**src/rtl/fetch_queue_pkg.sv**
```systemverilog
// Shared fetch-path constants and the {pc, instr} entry layout used by the fetch queue.
package fetch_queue_pkg;

    localparam int PC_W = 32;
    localparam logic [PC_W-1:0] RESET_PC = 32'h0000_3000;
    localparam logic [31:0] NOP_INSTR_DEF = 32'h0000_0000;

    typedef struct packed {
        logic [PC_W-1:0] pc;
        logic [31:0]     instr;
    } fq_entry_t;

endpackage

```
**src/rtl/fq_ram.sv**
```systemverilog
// Purpose: DEPTH x {pc,instr} register file, one write port, one async read port.
// Latency: write visible on the read port the cycle after the write edge.
// Backpressure: none; the caller gates writes.
module fq_ram
    import fetch_queue_pkg::*;
#(
    parameter int DEPTH = 4,
    localparam int AW = $clog2(DEPTH)
) (
    input  logic            clk,
    input  logic            we,
    input  logic [AW-1:0]   waddr,
    input  fq_entry_t       wdata,
    input  logic [AW-1:0]   raddr,
    output fq_entry_t       rdata
);

    // Contents are don't-care after reset, so the array carries no reset.
    fq_entry_t mem [DEPTH];

    always_ff @(posedge clk) begin
        if (we) begin
            mem[waddr] <= wdata;
        end
    end

    assign rdata = mem[raddr];

endmodule

```
**src/rtl/fetch_queue.sv**
```systemverilog
// Purpose: captures {F_PC, imem word} into a small FIFO and hands the head to decode.
// Latency: a pushed entry reaches the head one cycle later.
// Backpressure: PC_en drops while full; no same-cycle pop->push bypass.
module fetch_queue
    import fetch_queue_pkg::*;
#(
    parameter int          DEPTH     = 4,
    parameter logic [31:0] NOP_INSTR = NOP_INSTR_DEF,
    localparam int AW = $clog2(DEPTH),
    localparam int CW = AW + 1
) (
    input  logic            clk,
    input  logic            reset,
    input  logic [31:0]     F_PC,
    output logic            PC_en,
    output logic [31:0]     imem_addr,
    input  logic [31:0]     imem_rdata,
    input  logic            flush,
    input  logic            D_ready,
    output logic            D_valid,
    output logic [31:0]     D_instr,
    output logic [31:0]     D_pc,
    output logic [CW-1:0]   count
);

    localparam logic [CW-1:0] FULL = CW'(DEPTH);

    logic [AW-1:0] wr_ptr;
    logic [AW-1:0] rd_ptr;
    logic          push;
    logic          pop;
    fq_entry_t     wr_entry;
    fq_entry_t     head;

    assign imem_addr = F_PC;
    assign D_valid   = (count != '0);
    assign push      = !reset && !flush && (count != FULL);
    // A flush lets the PC load its redirect target even though nothing is pushed.
    assign PC_en     = push || (flush && !reset);
    assign pop       = D_valid && D_ready && !flush;
    assign wr_entry  = '{pc: F_PC, instr: imem_rdata};

    always_ff @(posedge clk) begin
        if (reset || flush) begin
            wr_ptr <= '0;
            rd_ptr <= '0;
            count  <= '0;
        end else begin
            if (push) begin
                wr_ptr <= wr_ptr + AW'(1);
            end
            if (pop) begin
                rd_ptr <= rd_ptr + AW'(1);
            end
            case ({push, pop})
                2'b10:   count <= count + CW'(1);
                2'b01:   count <= count - CW'(1);
                default: count <= count;
            endcase
        end
    end

    fq_ram #(
        .DEPTH (DEPTH)
    ) u_ram (
        .clk   (clk),
        .we    (push),
        .waddr (wr_ptr),
        .wdata (wr_entry),
        .raddr (rd_ptr),
        .rdata (head)
    );

    assign D_instr = D_valid ? head.instr : NOP_INSTR;
    assign D_pc    = D_valid ? head.pc    : 32'h0;

endmodule
```
**config.mk**
```make
export PLATFORM = sky130hd
export DESIGN_NAME = fetch_queue
export DESIGN_NICKNAME = d
export VERILOG_FILES = /design/src/rtl/fetch_queue_pkg.sv /design/src/rtl/fq_ram.sv /design/src/rtl/fetch_queue.sv
export SDC_FILE = /design/constraint.sdc
export NUM_CORES = 1
export LEC_CHECK = 0
export BUFFER_PORTS_ARGS = -buffer_cell sky130_fd_sc_hd__buf_2
export CORE_MARGIN = 10
export CORE_UTILIZATION = 46
export CTS_BUF_LIST = sky130_fd_sc_hd__clkbuf_4
export DETAILED_ROUTE_END_ITERATION = 8
export GPL_TIMING_DRIVEN = 0
export PLACE_DENSITY = 0.76
export SYNTH_ARGS = -nofsm -noshare
export SYNTH_HDL_FRONTEND = slang
export SYNTH_HIERARCHICAL = 1
export SYNTH_SLANG_ARGS = --single-unit
```
**constraint.sdc**
```tcl
create_clock -name clk -period 6.58 [get_ports clk]
set_input_delay 0.987 -clock clk [delete_from_list [all_inputs] [get_ports clk]]
set_output_delay 0.987 -clock clk [all_outputs]
set_load 0.03 [all_outputs]
```
==> results.md <==
- TritonCTS built the clock tree.
- The number of antenna violations at the first check in global routing is 1.
- The total overflow left after global routing is 0.
- The worst min-delay path category is flop to flop.
- The register cell area after layout is a little under 0.008 mm².
- The I/O pin total is 169.
- The fraction of layout instances using a drive strength above 1 is 50.6%.
- Once placement finished, the instance area stood at about 0.012 mm².
- The signal on the critical path passes through buf_6, buf_12, mux4_2, and2_1, buf_2.
- The detailed-route vias per instance is 5.12.
- The maximum resistive drop on vdd is approximately 0.15 mV.
- In this run, post-CTS hold repair placed 0 buffers.
- The setup slack of the most critical reg-to-reg path is a little over 4 ns.
- Summing the areas of all compound-gate instances in the mapped netlist gives less than 1% of the synthesized area.
- The number of buffers created by CTS is 69.
- Wires add up to 21500 µm.
- The beginning of the worst hold path is rd_ptr[1]$_SDFFE_PN0P_.
- The post-synthesis area per instance is 21.5 µm².
- The part of the Yosys area used for sequential elements is 75.2%.
- For this design, the sink count on the clock tree is 263.
- The die width is 170 µm.
- After the first detailed-routing iteration, the DRC count stood at 295.
- The count of nets left with antenna violations once routing finished came out at 0.
- For the worst flop-to-flop path, the logic depth is 7.
- The worst setup path is captured at a primary output.
- The dominant combinational cell family by area after synthesis is multiplexers.
- The global routing usage summed across all routing layers is between 10 and 15%.
- The pin count of the biggest net entering global routing is 38.
- Dividing the detail-routed wire length by the instance count gives 20.3 µm.
- In the final layout, the multi-input gates occupy 0.00211 mm².
- The endpoint identified for the worst register-to-register timing path is u_ram/mem[0][20]$_DFFE_PP_.
- The later-pin clock latency in the skew report is between 0.6 and 0.7 ns.
- By count the netlist is led by 256 x sky130_fd_sc_hd__edfxtp_1, 64 x sky130_fd_sc_hd__and2_1, 60 x sky130_fd_sc_hd__mux4_2, 32 x sky130_fd_sc_hd__buf_4, 9 x sky130_fd_sc_hd__nor2_1.
- The slew of the pin with the lowest slew margin is 0.780 ns.
- The worst slew margin relative to its limit is 48.0%.
- At the worst endpoint, the arrival time is 2.34 ns.
- Counting distinct cell types in the post-synthesis netlist gives 28.
- After clock tree synthesis, the setup repair step added 0 buffers.
- The final number of max-transition violations was 0.
- The setup slack after layout is about 3.3 ns.
- Yosys printed 6 warnings.
- The adder and majority cell fraction of the synthesized area is 0.312%.
- The portion of netlist area occupied by mux cells is roughly 14%.
- STA classifies the critical path startpoint as a flop.
- Adding up every negative setup slack in the final design gives 0 ns.
- In this run the standard cell core region covers ~0.022 mm².
- The wire length of the first global-routing pass is roughly 33000 µm.
- Counting along the longest clock path gives a buffer depth of 3.
- The worst-case hold slack is between 0.5 and 0.6 ns.
- Derived from the worst setup path, the maximum achievable clock frequency is about 300 MHz.
- For this run, asynchronously set or reset flops after synthesis account for 0%.
- From synthesis to final layout, the design area changed by 21.4%.
- The number of hold-slack violations in the final timing report is 0.
- The initial cell density of the core is 47.3%.
- The destination of the worst hold path is rd_ptr[1]$_SDFFE_PN0P_.
- The total number of nets in the final design is 801.
- The flop and latch count out of synthesis is 263.
- The path type of the worst setup path is flop to primary output.
- The startpoint identified for the worst register-to-register timing path is count[0]$_SDFFE_PN0P_.
- The area enclosed by the die boundary is around 0.029 mm².
- For this run, design rule violations remaining after detail routing come to 0.
- The final cycle utilization of the critical path is 50.6%.
- Setup violations remaining at the end of the flow were counted as 0.
- The level count of the clock H-tree is 3.
- Of the total synthesized cell area, the portion taken by XOR and XNOR cells is less than 1%.
- Setup repair after global routing left no endpoint under its margin.
- The shortest period the worst path allows is about 3.3 ns.
- The clock tree root driver cell is sky130_fd_sc_hd__clkbuf_4.
- The biggest area contributor in the post-synthesis netlist is sky130_fd_sc_hd__edfxtp_1.
- Ranked by total cell area, the synthesized netlist is headed by sky130_fd_sc_hd__edfxtp_1 74%, sky130_fd_sc_hd__mux4_2 13%, sky130_fd_sc_hd__and2_1 3.8%, sky130_fd_sc_hd__buf_4 2.3%, sky130_fd_sc_hd__dfxtp_1 1.3%.
- For the final database, setup skew stands at approximately 0.032 ns.
- The minimum setup slack after placement is approximately 3.1 ns.
- The count of input and output buffers is 168.
- Of the total synthesized cell area, the portion taken by AND, OR, NAND and NOR gates is 4.93%.
- The hold path depth is 2.
- The slowest cell on the critical path is sky130_fd_sc_hd__mux4_2.
- The number of iterations in the first detailed-routing pass is 5.
- On the worst path, the slowest cell contributes a delay of 0.51 ns.
- The main flop type after synthesis is sky130_fd_sc_hd__edfxtp_1.
- The number of fillers in the final layout is 1655.
- The final weighted congestion in routability-driven placement is 0.756.
- The run finished with clean final reports.
- The instance count of the mapped netlist is 484.
- The library cell with the highest instance count after synthesis is sky130_fd_sc_hd__edfxtp_1.
- The number of vias in the routed layout is 5429.
- The number of global-route vias before repair came to 6217.
- The area fraction of the dominant cell type after synthesis is ~74%.
- The number of gates resized after CTS was 0.
- The clock transition at the registers of the reported paths is 0.07 ns.
- After legalization and detailed placement, the total HPWL measured 14000 µm.
- Power spread over the standard cell area amounts to 273 mW/mm².
- The number of maximum-capacitance constraint violations is 0.
- The cell area after layout is 0.0126 mm².
- Yosys mapped a number of flops with a built-in enable equal to 256.
- In this run the worst path has a maximum fanout of 10.
- Summed over all cells, the static leakage comes to 4.63 nW.
- After synthesis the cells add up to 0.0104 mm².
- The worst path required time is between 5 and 6 ns.
- Counting every net in the synthesized netlist gives ~550.
- The number of core rows is 54.
- In this run the vertical extent of the chip is 170 µm.
-- routing by layer --
| layer | wire [µm] | up-vias | global-route usage (%) |
|---|---|---|---|
| met1 | 8490 | 2761 | 16.7 |
| met3 | 1480 | 33 | 5.34 |
| met4 | 365 | 0 | 5.80 |
| li1 | - | 2445 | - |
| met5 | 0 | - | 0 |
| met2 | 11100 | 190 | 25.7 |
-- critical path, delay by kind of cell (launching register included) --
family        cells  cell delay (ns)
buf+inv           3             0.62
mux               1             0.51
simple gates      1             0.17
flops             1             0.40
-- through the flow --
stage	cells	util, %	power (mW)
finish	1060	57.4	3.45
global route	1059	57.4	3.60
CTS	1059	57.4	3.51
detailed placement	940	53.5	2.13
global placement	932	52.7	2.11
floorplan	484	-	2.04
-- report_power, final --
part           switching [mW]  internal, mW  leakage (nW)
registers             0.00772          1.87          2.38
clock network           0.622         0.741         0.507
logic                   0.125        0.0848          1.74
total                   0.755          2.70          4.63
-- cell families (layout without fill, tap and decap cells) --
group / count (synthesis) / in the layout
buf+inv: 59 / 354
flops: 263 / 263
compound gates: 7 / 7
fa+ha+maj: 2 / 2
other cells: 0 / 1
mux: 64 / 64
simple gates: 84 / 84
xor+xnor: 5 / 5
-- cell usage in the layout, fill, tap and decap left out, types with 5 or more instances in the layout --
| master | netlist | layout |
|---|---|---|
| sky130_fd_sc_hd__dfxtp_1 | 7 | 7 |
| sky130_fd_sc_hd__and2_1 | 64 | 64 |
| sky130_fd_sc_hd__buf_2 | 6 | 174 |
| sky130_fd_sc_hd__clkinv_1 | 0 | 19 |
| sky130_fd_sc_hd__buf_6 | 7 | 7 |
| sky130_fd_sc_hd__buf_4 | 32 | 32 |
| sky130_fd_sc_hd__buf_12 | 6 | 9 |
| sky130_fd_sc_hd__edfxtp_1 | 256 | 256 |
| sky130_fd_sc_hd__inv_1 | 5 | 5 |
| sky130_fd_sc_hd__nor2_1 | 9 | 9 |
| sky130_fd_sc_hd__mux4_2 | 60 | 60 |
| sky130_fd_sc_hd__clkbuf_4 | 0 | 94 |
-- how the worst max path moves through the flow --
stage / from / end / depth (start not counted)
after floorplan: flush / u_ram/mem[0][0]$_DFFE_PP_ / 5
after global placement: flush / u_ram/mem[0][25]$_DFFE_PP_ / 6
after detailed placement: flush / u_ram/mem[0][26]$_DFFE_PP_ / 9
after CTS: rd_ptr[1]$_SDFFE_PN0P_ / D_instr[8] / 5
after global routing: rd_ptr[1]$_SDFFE_PN0P_ / D_instr[31] / 5
final: rd_ptr[0]$_SDFFE_PN0P_ / D_instr[13] / 5
-- layout make-up --
cell class	instances	area share [%]
clock inverter	25	1.18
buffer	54	3.81
inverter	5	0.148
timing repair buffer	176	7.91
multi-input combinational	162	16.7
tap	280	2.77
antenna	1	0.0198
clock buffer	94	5.58
sequential	263	61.9
-- sequential cells by signal (all words and copies together), names as in the netlist --
name / cells
count: 3
rd_ptr: 2
u_ram/mem: 256
wr_ptr: 2
(Power assumes the default switching activity.)
